`src/rtl/score_pkg.sv`:
```
// Shared types and helpers for the BCD score accumulator.
//   bcd_t / bcd4_t  : one BCD digit / four BCD digits (index 0 = least significant)
//   score_state_t   : add-sequencer states
//   points_for()    : rows-cleared -> points (0 means "not a legal count")
//   bcd_greater()   : magnitude compare of two 4-digit BCD values, top digit first
package score_pkg;

    typedef logic [3:0] bcd_t;
    typedef bcd_t [3:0] bcd4_t;

    typedef enum logic [2:0] {
        ST_IDLE    = 3'd0,
        ST_ADD0    = 3'd1,
        ST_ADD1    = 3'd2,
        ST_ADD2    = 3'd3,
        ST_ADD3    = 3'd4,
        ST_COMMIT  = 3'd5,
        ST_HISCORE = 3'd6
    } score_state_t;

    localparam bcd4_t SCORE_MAX = 16'h9999;

    function automatic bcd_t points_for(input logic [2:0] count);
        bcd_t pts;
        case (count)
            3'd1:    pts = 4'd1;
            3'd2:    pts = 4'd3;
            3'd3:    pts = 4'd5;
            3'd4:    pts = 4'd8;
            default: pts = 4'd0;
        endcase
        return pts;
    endfunction

    function automatic logic bcd_greater(input bcd4_t a, input bcd4_t b);
        logic decided;
        logic gt;
        decided = 1'b0;
        gt      = 1'b0;
        for (int i = 3; i >= 0; i--) begin
            if (!decided && (a[i] != b[i])) begin
                decided = 1'b1;
                gt      = (a[i] > b[i]);
            end else begin
                decided = decided;
            end
        end
        return gt;
    endfunction

endpackage

```
`src/rtl/score_bcd_accumulator_if.sv`:
```
// Bus between game logic / display driver and the score accumulator.
//   tick, game_over, clear_valid, clear_count : towards the accumulator
//   digit0..digit3, busy, overflow            : from the accumulator
// master = environment side, slave = accumulator side.
interface score_bcd_accumulator_if;
    logic       tick;
    logic       game_over;
    logic       clear_valid;
    logic [2:0] clear_count;
    logic [3:0] digit0;
    logic [3:0] digit1;
    logic [3:0] digit2;
    logic [3:0] digit3;
    logic       busy;
    logic       overflow;

    modport master (
        output tick, game_over, clear_valid, clear_count,
        input  digit0, digit1, digit2, digit3, busy, overflow
    );

    modport slave (
        input  tick, game_over, clear_valid, clear_count,
        output digit0, digit1, digit2, digit3, busy, overflow
    );
endinterface

```
`src/rtl/bcd_digit_add.sv`:
```
// Single-digit BCD adder: sum/cout = a + b + cin with +6 decimal correction.
//   a, b : BCD digit operands (0..9)
//   cin  : carry in
//   sum  : corrected BCD digit
//   cout : decimal carry out
module bcd_digit_add
    import score_pkg::*;
(
    input  bcd_t a,
    input  bcd_t b,
    input  logic cin,
    output bcd_t sum,
    output logic cout
);
    logic [4:0] raw_s;

    // Binary add then fold results above 9 back into BCD range.
    always_comb begin
        raw_s = {1'b0, a} + {1'b0, b} + {4'b0000, cin};
        sum   = raw_s[3:0];
        cout  = 1'b0;
        if (raw_s > 5'd9) begin
            sum  = 4'(raw_s + 5'd6);
            cout = 1'b1;
        end else begin
            sum  = raw_s[3:0];
            cout = 1'b0;
        end
    end
endmodule

```
`src/rtl/score_bcd_accumulator.sv`:
```
// 4-digit BCD score / high-score keeper feeding a seven-segment driver.
//   clk, reset : system clock, synchronous active-high reset
//   bus        : slave side of score_bcd_accumulator_if (events in, digits/status out)
// Row-clear points are added one digit per cycle through a shared BCD adder;
// one event arriving during an add is parked in a pending slot, a second is
// dropped and flagged in the sticky overflow bit.
module score_bcd_accumulator
    import score_pkg::*;
#(
    parameter int BLINK_TICKS = 2,
    parameter int MAX_DIGIT   = 9
) (
    input logic                       clk,
    input logic                       reset,
    score_bcd_accumulator_if.slave    bus
);
    localparam int    CNT_W     = (BLINK_TICKS > 1) ? $clog2(BLINK_TICKS) : 1;
    localparam bcd_t  SAT_DIGIT = bcd_t'(MAX_DIGIT);
    // The default build saturates at the package constant.
    localparam bcd4_t SAT_VALUE = (MAX_DIGIT == 9) ? SCORE_MAX : {4{SAT_DIGIT}};

    score_state_t state_r, state_nxt_s;
    bcd4_t        score_r, score_nxt_s, high_r, high_nxt_s, work_r, work_nxt_s, digits_r, digits_nxt_s;
    bcd_t         addend_r, addend_nxt_s;
    logic         carry_r, carry_nxt_s;
    logic         pend_valid_r, pend_valid_nxt_s;
    logic [2:0]   pend_count_r, pend_count_nxt_s;
    logic         overflow_r, overflow_nxt_s;
    logic         go_edge_r, go_edge_nxt_s;
    logic         go_d_r;
    logic         phase_r, phase_nxt_s;
    logic [CNT_W-1:0] tick_cnt_r, tick_cnt_nxt_s;
    logic         busy_r, busy_nxt_s;

    logic         strobe_legal_s, go_rise_s, go_fall_s, live_taken_s;
    logic [1:0]   digit_idx_s;
    bcd_t         add_b_s, add_sum_s;
    logic         add_cin_s, add_cout_s;

    bcd_digit_add u_add (
        .a    (score_r[digit_idx_s]),
        .b    (add_b_s),
        .cin  (add_cin_s),
        .sum  (add_sum_s),
        .cout (add_cout_s)
    );

    // Pick which score digit the shared adder works on and its addend/carry.
    always_comb begin
        digit_idx_s = 2'd0;
        add_b_s     = 4'd0;
        add_cin_s   = carry_r;
        case (state_r)
            ST_ADD0: begin
                digit_idx_s = 2'd0;
                add_b_s     = addend_r;
                add_cin_s   = 1'b0;
            end
            ST_ADD1: digit_idx_s = 2'd1;
            ST_ADD2: digit_idx_s = 2'd2;
            ST_ADD3: digit_idx_s = 2'd3;
            default: digit_idx_s = 2'd0;
        endcase
    end

    // Sequencer next state, event buffering, game-over edges and display select.
    always_comb begin
        state_nxt_s      = state_r;
        score_nxt_s      = score_r;
        high_nxt_s       = high_r;
        work_nxt_s       = work_r;
        addend_nxt_s     = addend_r;
        carry_nxt_s      = carry_r;
        pend_valid_nxt_s = pend_valid_r;
        pend_count_nxt_s = pend_count_r;
        overflow_nxt_s   = overflow_r;
        go_edge_nxt_s    = go_edge_r;
        phase_nxt_s      = phase_r;
        tick_cnt_nxt_s   = tick_cnt_r;

        strobe_legal_s = bus.clear_valid && !bus.game_over && (points_for(bus.clear_count) != 4'd0);
        go_rise_s      = bus.game_over && !go_d_r;
        go_fall_s      = !bus.game_over && go_d_r;
        // A live strobe goes straight to the adder only when idle with nothing parked.
        live_taken_s   = (state_r == ST_IDLE) && !pend_valid_r && strobe_legal_s;

        case (state_r)
            ST_IDLE: begin
                if (pend_valid_r) begin
                    addend_nxt_s     = points_for(pend_count_r);
                    pend_valid_nxt_s = 1'b0;
                    state_nxt_s      = ST_ADD0;
                end else if (strobe_legal_s) begin
                    addend_nxt_s = points_for(bus.clear_count);
                    state_nxt_s  = ST_ADD0;
                end else if (go_edge_r) begin
                    state_nxt_s = ST_HISCORE;
                end else begin
                    state_nxt_s = ST_IDLE;
                end
            end
            ST_ADD0, ST_ADD1, ST_ADD2, ST_ADD3: begin
                work_nxt_s[digit_idx_s] = add_sum_s;
                carry_nxt_s             = add_cout_s;
                state_nxt_s             = (state_r == ST_ADD3) ? ST_COMMIT : score_state_t'(state_r + 3'd1);
            end
            ST_COMMIT: begin
                score_nxt_s = carry_r ? SAT_VALUE : work_r;
                state_nxt_s = ST_IDLE;
            end
            ST_HISCORE: begin
                if (bcd_greater(score_r, high_r)) begin
                    high_nxt_s = score_r;
                end else begin
                    high_nxt_s = high_r;
                end
                go_edge_nxt_s = 1'b0;
                state_nxt_s   = ST_IDLE;
            end
            default: state_nxt_s = ST_IDLE;
        endcase

        // Park or drop a strobe that the adder cannot take right now.
        if (strobe_legal_s && !live_taken_s) begin
            if (!pend_valid_nxt_s) begin
                pend_valid_nxt_s = 1'b1;
                pend_count_nxt_s = bus.clear_count;
            end else begin
                overflow_nxt_s = 1'b1;
            end
        end else begin
            overflow_nxt_s = overflow_nxt_s;
        end

        // Game-over edges: rise arms the high-score check and restarts the blink;
        // fall starts a new game, overriding anything committed this cycle.
        if (go_rise_s) begin
            go_edge_nxt_s  = 1'b1;
            phase_nxt_s    = 1'b0;
            tick_cnt_nxt_s = '0;
        end else if (go_fall_s) begin
            score_nxt_s      = '0;
            pend_valid_nxt_s = 1'b0;
            go_edge_nxt_s    = 1'b0;
        end else if (bus.game_over && bus.tick) begin
            if (tick_cnt_r == CNT_W'(BLINK_TICKS - 1)) begin
                tick_cnt_nxt_s = '0;
                phase_nxt_s    = !phase_r;
            end else begin
                tick_cnt_nxt_s = tick_cnt_r + 1'b1;
            end
        end else begin
            tick_cnt_nxt_s = tick_cnt_nxt_s;
        end

        digits_nxt_s = (bus.game_over && phase_r) ? high_r : score_r;
        busy_nxt_s   = pend_valid_nxt_s ||
                       ((state_nxt_s != ST_IDLE) && (state_nxt_s != ST_HISCORE));
    end

    // State and output registers with synchronous reset.
    always_ff @(posedge clk) begin
        if (reset) begin
            state_r      <= ST_IDLE;
            score_r      <= '0;
            high_r       <= '0;
            work_r       <= '0;
            addend_r     <= 4'd0;
            carry_r      <= 1'b0;
            pend_valid_r <= 1'b0;
            pend_count_r <= 3'd0;
            overflow_r   <= 1'b0;
            go_edge_r    <= 1'b0;
            go_d_r       <= 1'b0;
            phase_r      <= 1'b0;
            tick_cnt_r   <= '0;
            digits_r     <= '0;
            busy_r       <= 1'b0;
        end else begin
            state_r      <= state_nxt_s;
            score_r      <= score_nxt_s;
            high_r       <= high_nxt_s;
            work_r       <= work_nxt_s;
            addend_r     <= addend_nxt_s;
            carry_r      <= carry_nxt_s;
            pend_valid_r <= pend_valid_nxt_s;
            pend_count_r <= pend_count_nxt_s;
            overflow_r   <= overflow_nxt_s;
            go_edge_r    <= go_edge_nxt_s;
            go_d_r       <= bus.game_over;
            phase_r      <= phase_nxt_s;
            tick_cnt_r   <= tick_cnt_nxt_s;
            digits_r     <= digits_nxt_s;
            busy_r       <= busy_nxt_s;
        end
    end

    assign bus.digit0   = digits_r[0];
    assign bus.digit1   = digits_r[1];
    assign bus.digit2   = digits_r[2];
    assign bus.digit3   = digits_r[3];
    assign bus.busy     = busy_r;
    assign bus.overflow = overflow_r;
endmodule

```
`src/flat_wrapper.sv`:
```
// flat-port wrapper written by rule: the top's interface ports become plain ports
module score_bcd_accumulator_flat import score_pkg::*;
#(
    parameter int BLINK_TICKS = 2,
    parameter int MAX_DIGIT   = 9
)
  (clk, reset, bus_tick, bus_game_over, bus_clear_valid, bus_clear_count, bus_digit0, bus_digit1, bus_digit2, bus_digit3, bus_busy, bus_overflow);
  score_bcd_accumulator_if bus_i ();
  input logic clk;
  input logic reset;
  input wire logic [$bits(bus_i.tick)-1:0] bus_tick;
  input wire logic [$bits(bus_i.game_over)-1:0] bus_game_over;
  input wire logic [$bits(bus_i.clear_valid)-1:0] bus_clear_valid;
  input wire logic [$bits(bus_i.clear_count)-1:0] bus_clear_count;
  output wire logic [$bits(bus_i.digit0)-1:0] bus_digit0;
  output wire logic [$bits(bus_i.digit1)-1:0] bus_digit1;
  output wire logic [$bits(bus_i.digit2)-1:0] bus_digit2;
  output wire logic [$bits(bus_i.digit3)-1:0] bus_digit3;
  output wire logic [$bits(bus_i.busy)-1:0] bus_busy;
  output wire logic [$bits(bus_i.overflow)-1:0] bus_overflow;
  assign bus_i.tick = bus_tick;
  assign bus_i.game_over = bus_game_over;
  assign bus_i.clear_valid = bus_clear_valid;
  assign bus_i.clear_count = bus_clear_count;
  assign bus_digit0 = bus_i.digit0;
  assign bus_digit1 = bus_i.digit1;
  assign bus_digit2 = bus_i.digit2;
  assign bus_digit3 = bus_i.digit3;
  assign bus_busy = bus_i.busy;
  assign bus_overflow = bus_i.overflow;
  score_bcd_accumulator #(.BLINK_TICKS(BLINK_TICKS), .MAX_DIGIT(MAX_DIGIT)) u_core (.clk(clk), .reset(reset), .bus(bus_i));
endmodule
```
`config.mk`:
```
export PLATFORM = sky130hd
export DESIGN_NAME = score_bcd_accumulator_flat
export DESIGN_NICKNAME = d
export VERILOG_FILES = /design/src/rtl/score_pkg.sv /design/src/rtl/score_bcd_accumulator_if.sv /design/src/rtl/bcd_digit_add.sv /design/src/rtl/score_bcd_accumulator.sv /design/src/flat_wrapper.sv
export SDC_FILE = /design/constraint.sdc
export NUM_CORES = 1
export LEC_CHECK = 0
export CORE_MARGIN = 5
export CORE_UTILIZATION = 25
export DETAILED_ROUTE_END_ITERATION = 8
export GPL_TIMING_DRIVEN = 0
export PLACE_DENSITY = 0.42
export SYNTH_ARGS = -nofsm -noshare
export SYNTH_HDL_FRONTEND = slang
export SYNTH_SLANG_ARGS = --single-unit
```
`constraint.sdc`:
```
create_clock -name clk -period 5.5 [get_ports clk]
set_input_delay 0.55 -clock clk [delete_from_list [all_inputs] [get_ports clk]]
set_output_delay 0.55 -clock clk [all_outputs]
set_load 0.05 [all_outputs]
```
==> results.ini, run 1 <==
[run_status]
status=complete, no violations

[setup_path]
path_max_fanout=10
cp-start-kind=flip-flop
worst-path-buf-inv=3
critPathMaxStageDelay_ns=0.61
path_cells=buf_2 > buf_2 > mux2i_1 > o211ai_1 > o21ai_0 > fa_1 > inv_1 > fa_1 > xnor2_1 > ha_1 > a21oi_1 > nor2_1 > o31ai_1 > a211oi_1
critPathLaunch=u_core.state_r[2]$_SDFF_PP0_
reg2reg_depth=14
reg2reg_from=u_core.state_r[2]$_SDFF_PP0_
regToRegSetupSlack_ns=1.20
endpoint_kind=flip-flop
cp.arrival_ns=4.48
crit_required_ns=5.67
slowest_stage=mux2i_1
path_class=flip-flop to flip-flop
critical_path.top_delay_family=compound AO/OA/AOI/OAI gates
r2r_end=u_core.work_r[11]$_SDFFE_PP0P_

[sta]
setup_tns_ns=0
setup_viol=0
worst_slack_ns=1.20
finalCriticalPeriod_ns=4.30
hold_violations=0
maxSlewHeadroom_pct=33.8
rsz0062_at_grt=false
finalClockSkew_ns=0.00793
fin_crit_sh_pct=78.2
max_freq_ghz=0.232
tightestPinTransition_ns=0.985
finalMaxSlewViolations=0

[clocking]
numCtsBuffers=9
cts_resized=0
cts_htree_levels=3
clk_pin_slew_ns=0.06
clock-sinks=82
cts_hold_buf=0
post_cts_buffers=0
insertion_delay_ns=0.34
cts_root_buf=clkbuf_16
clockBufferDepth=2
tritoncts=yes

[floorplanning]
die_area_mm2=0.0193
start_util_pct=25.3
ioPinCount=26
core-area_mm2=0.0165
die_w_um=139
num_rows=47
die_h_um=139

[logic_synthesis]
yosys_warnings=0
syn_area_mm2=0.00416
synth_nets=531
yosysTopAreaCell=dfxtp_1
yosysSeqAreaShare_pct=39.4
syn_avg_cell_area_um2=8.41
synth_seq_cells=82
post-synth-top-area-fraction_pct=39.4
synth_edf_count=0
synthCells=495
async_flop_share_pct=0
synthDistinctLibCells=51
ys.flop_type=dfxtp_1
synth_area_leaders=dfxtp_1, nand2_1, ha_1

[global_route]
grt_use_met3_pct=3.07
antenna_found_initial=0
grt_max_degree=13
first_global_vias=3409
grt_most_used_layer=met2
grt_pass1_wl_um=18100
grt.met1_usage_pct=15.3
grt_use_total_pct=11.8
use_met2_pct=19.6
grt-ovfl-total=0

[place]
post-dp-hpwl_um=8470
place_congestion=0.816
pre_cts_ws_ns=1.23
portBuffers=24
place_inst=739

[power_and_ir_drop]
total_power_mw=1.79
ir_drop_uv=148
p_leak_nw=1.75
power.density_mw_per_mm2=362

[finish]
diodes=0
utilization_pct=30.1
final_cells=753
areaGrowthSynthToFinish_pct=19.0
fin_nets=566
drive_gt1_share_pct=5.44

[worst_hold_path]
hp-class=flip-flop to flip-flop
min_delay_path_depth=2
holdPathEnd=u_core.high_r[2]$_SDFFE_PP0P_
hold_start=u_core.high_r[2]$_SDFFE_PP0P_

[routing]
ant_nets=0
initialDrtViolationCount=261
drt-wirelength-per-cell_um=14.8
drt_wl_total_um=11200
first_pass_iters=5
num_vias=3461
via_per_inst=4.60
drc=0

[flow_run]
cap_violations=0

==> sequential cells by signal (all words and copies together), names as in the netlist, 3 cells and up <==
signal,count
u_core.bus.digit1,4
u_core.addend_r,4
u_core.score_r,16
u_core.state_r,3
u_core.high_r,16
u_core.bus.digit0,4
u_core.work_r,16
u_core.bus.digit2,4
u_core.pend_count_r,3
u_core.bus.digit3,4
==> area by class of cell <==
| cell class | count | area (um^2) |
|---|---|---|
| Buffer | 25 | 109 |
| Clock buffer | 11 | 233 |
| Clock inverter | 3 | 42.5 |
| Fill cell | 1793 | 11500 |
| Inverter | 24 | 90.1 |
| Multi-Input combinational cell | 364 | 2320 |
| Sequential cell | 82 | 1640 |
| Tap cell | 220 | 275 |
| Timing Repair Buffer | 24 | 240 |
==> synthesized netlist by cell type (all sizes together) (3+ instances only) <==
master / n
nand3: 8
nor3b: 5
dfxtp: 82
nand2b: 7
o21ai: 16
a31oi: 4
xnor2: 3
ha: 26
a211oi: 17
a21oi: 43
nor3: 15
and2: 6
a21o: 8
nand3b: 9
nor2b: 8
inv: 23
clkbuf: 20
buf: 5
mux2i: 29
nand2: 96
nor2: 40
==> cells by family after synthesis <==
group / count (synthesis) / synth area share, %
simple gates: 202 / 22.7
compound gates: 101 / 16.4
flops: 82 / 39.4
buf+inv: 49 / 4.78
mux: 30 / 7.24
fa+ha+maj: 28 / 8.78
xor+xnor: 3 / 0.631
==> worst register-to-register path, delay by kind of cell (launching register included) <==
kind / cells / cell delay (ns)
muxes: 1 / 0.62
DFF: 1 / 0.40
adders and majority gates: 3 / 0.96
and+or+nand+nor: 1 / 0.07
AOI/OAI and AO/OA: 5 / 1.31
xor gates and xnor gates: 1 / 0.20
buffers and inverters: 3 / 0.59
==> worst max path at each step <==
stage	endpoint	cells after the start
floorplan	u_core.work_r[10]$_SDFFE_PP0P_	17
global placement	u_core.work_r[11]$_SDFFE_PP0P_	14
detailed placement	u_core.work_r[11]$_SDFFE_PP0P_	14
CTS	u_core.work_r[3]$_SDFFE_PP0P_	14
global route	u_core.work_r[11]$_SDFFE_PP0P_	14
finish	u_core.work_r[11]$_SDFFE_PP0P_	14
==> layout by cell type (no fill, tap or decap), drive strengths merged, types with 2 or more instances in the layout <==
| master | n |
|---|---|
| nor3 | 15 |
| a21oi | 43 |
| a31oi | 4 |
| a311oi | 2 |
| nor2b | 8 |
| nand3 | 8 |
| o21ai | 16 |
| a211oi | 17 |
| and2 | 6 |
| clkinv | 2 |
| mux2i | 29 |
| ha | 26 |
| clkdlybuf4s50 | 24 |
| a21o | 8 |
| nor2 | 40 |
| o211ai | 2 |
| nand4 | 2 |
| dfxtp | 82 |
| nand3b | 9 |
| xnor2 | 3 |
| inv | 23 |
| nand2b | 7 |
| nand2 | 96 |
| fa | 2 |
| buf | 5 |
| nor3b | 5 |
| clkbuf | 31 |
| nor4b | 2 |
==> per-stage QoR <==
step / cell area [um^2] / hold slack, ns
floorplan: 4160 / 0.444
global placement: 4680 / 0.461
detailed placement: 4680 / 0.462
CTS: 4950 / 0.474
global route: 4950 / 0.489
finish: 4950 / 0.473
==> per-layer routing <==
layer  vias up  share of wire (%)
met2        62                 47
met4         0                1.2
met5         -                  0
met3        11                4.1
li1       1765                  -
met1      1623                 48
==> where the power goes <==
| part | leakage, nW | total [mW] | switching (mW) | internal (mW) |
|---|---|---|---|---|
| combinational | 0.952 | 0.539 | 0.341 | 0.198 |
| sequential | 0.663 | 0.673 | 0.0313 | 0.641 |
| clock | 0.131 | 0.581 | 0.235 | 0.346 |
| total | 1.75 | 1.79 | 0.608 | 1.19 |
No activity file was read; power rests on OpenSTA's default activity.
==> run 2, diff against run 1 <==
--- a/config.mk
+++ b/config.mk
@@ -9,7 +9,7 @@
 export CORE_UTILIZATION = 25
 export DETAILED_ROUTE_END_ITERATION = 8
 export GPL_TIMING_DRIVEN = 0
-export PLACE_DENSITY = 0.42
+export PLACE_DENSITY = 0.44
 export SYNTH_ARGS = -nofsm -noshare
 export SYNTH_HDL_FRONTEND = slang
 export SYNTH_SLANG_ARGS = --single-unit
==> constraint.sdc (replaced) <==
create_clock -name clk -period 3.7 [get_ports clk]
set_input_delay 0.37 -clock clk [delete_from_list [all_inputs] [get_ports clk]]
set_output_delay 0.37 -clock clk [all_outputs]
set_load 0.05 [all_outputs]
==> run 2 against run 1 <==
Combinational power rose by 78%; fmax rose by 26%; via count is 0.29% higher; utilization increased by 1.2 points; sequential cell count unchanged; global-route usage is 0.16 points higher; first-iteration DRC count is 47% lower; die area unchanged; register-to-register slack got worse by 0.92 ns.
==> results.ini, run 2 (synthesis gave the netlist of run 1 again) <==
[sta]
finalMaxSlewViolations=0
maxSlewHeadroom_pct=39.2
tightestPinTransition_ns=0.906
finalCriticalPeriod_ns=3.42
timing.hold.ws_ns=0.459
setup_viol=0
hold_violations=0
fin_crit_sh_pct=92.4
setup_tns_ns=0
worst_slack_ns=0.281
finalClockSkew_ns=0.00650
rsz0062_at_grt=false
max_freq_ghz=0.292

[floorplanning]
ioPinCount=26
core-area_mm2=0.0165
num_rows=47
start_util_pct=25.3
die_h_um=139
die_area_mm2=0.0193
die_w_um=139

[routing]
num_vias=3471
drt-wirelength-per-cell_um=14.6
ant_nets=0
initialDrtViolationCount=139
drt_wl_total_um=11100
first_pass_iters=4
via_per_inst=4.57
drc=0

[finish]
reg_top3=u_core.high_r x16, u_core.score_r x16, u_core.work_r x16
areaGrowthSynthToFinish_pct=23.6
diodes=0
final_common_cell=nand2_1
utilization_pct=31.2
final_cells=759
final_area_mm2=0.00514
fin_nets=570
drive_gt1_share_pct=10.0
final_cell_mix=nand2_1, dfxtp_1, a21oi_1, nor2_1, mux2i_1

[place]
dpl_cell_area_mm2=0.00468
post-dp-hpwl_um=8350
portBuffers=24
pre_cts_ws_ns=-0.605
place_congestion=0.828
place_inst=739

[setup_path]
cp.arrival_ns=3.71
slowest_stage=fa_2
path_max_fanout=9
regToRegSetupSlack_ns=0.28
cp-start-kind=flip-flop
reg2reg_from=u_core.state_r[1]$_SDFF_PP0_
worst-path-buf-inv=3
cp_common_cell=inv_1
reg2reg_depth=16
critPathLaunch=u_core.state_r[1]$_SDFF_PP0_
r2r_end=u_core.work_r[10]$_SDFFE_PP0P_
path_class=flip-flop to flip-flop
endpoint=u_core.work_r[10]$_SDFFE_PP0P_
critical_path.top_delay_family=adder cells
cp.depth=16
critPathMaxStageDelay_ns=0.47
crit_required_ns=3.99
endpoint_kind=flip-flop
path_cells=inv_1 > ha_4 > mux2i_4 > nand2_1 > o211ai_1 > o21ai_2 > fa_1 > inv_1 > fa_2 > inv_1 > ha_2 > a21oi_2 > a31oi_4 > nor2b_2 > a211oi_4 > a21o_1

[worst_hold_path]
min_delay_path_depth=3
hp-class=input port to flip-flop

[clocking]
cts_hold_buf=0
clock-sinks=82
tritoncts=yes
cts_htree_levels=3
insertion_delay_ns=0.34
cts_root_buf=clkbuf_16
clk_pin_slew_ns=0.06
numCtsBuffers=9
clockBufferDepth=2

[global_route]
grt_pass1_wl_um=18500
first_global_vias=3543
antenna_found_initial=0
grt_max_degree=15
grt-ovfl-total=0
grt_use_total_pct=12.0

[run_status]
status=complete, no violations

[power_and_ir_drop]
power.density_mw_per_mm2=561
ir_drop_uv=221
total_power_mw=2.88
p_leak_nw=1.80

[flow_run]
cap_violations=0

[run 2: timing repair]
item | 4_1_cts | 5_1_grt
buffers inserted | 3 | 2
resized for setup | 17 | 11
pin swaps | 2 | 2
setup endpoints to repair | 13 | 12
hold endpoints to repair | 0 | 0
[run 2: cell type report]
type                            count  area (um^2)
Buffer                             24          114
Clock buffer                       11          243
Clock inverter                      5         61.3
Fill cell                        1800        11300
Inverter                           24         90.1
Multi-Input combinational cell    364         2440
Sequential cell                    82         1640
Tap cell                          220          275
Timing Repair Buffer               29          278
[run 2: worst min path at each step]
stage | from | endpoint
finish | bus_game_over | u_core.go_edge_r$_SDFFE_PP0P_
global route | bus_game_over | u_core.go_d_r$_SDFF_PP0_
CTS | bus_game_over | u_core.go_edge_r$_SDFFE_PP0P_
detailed placement | u_core.high_r[9]$_SDFFE_PP0P_ | u_core.high_r[9]$_SDFFE_PP0P_
global placement | u_core.high_r[5]$_SDFFE_PP0P_ | u_core.high_r[5]$_SDFFE_PP0P_
floorplan | u_core.go_edge_r$_SDFFE_PP0P_ | u_core.go_edge_r$_SDFFE_PP0P_
[run 2: layer usage]
layer | up-vias | GRT usage [%] | wire length (um)
met5 | - | 0 | 0
met1 | 1620 | 14.8 | 5150
met4 | 0 | 3.71 | 167
li1 | 1788 | - | -
met3 | 12 | 3.21 | 422
met2 | 51 | 20.5 | 5360
[run 2: where the power goes]
part           leakage, nW  internal (mW)  switching [mW]
sequential           0.664          0.954          0.0481
clock                0.150          0.545           0.377
combinational        0.990          0.402           0.557
total                 1.80           1.90           0.982
[run 2: worst min-delay path, stage by stage]
cell,delay [ns]
clkbuf_1,0.20
nand2_1,0.12
a21oi_1,0.06
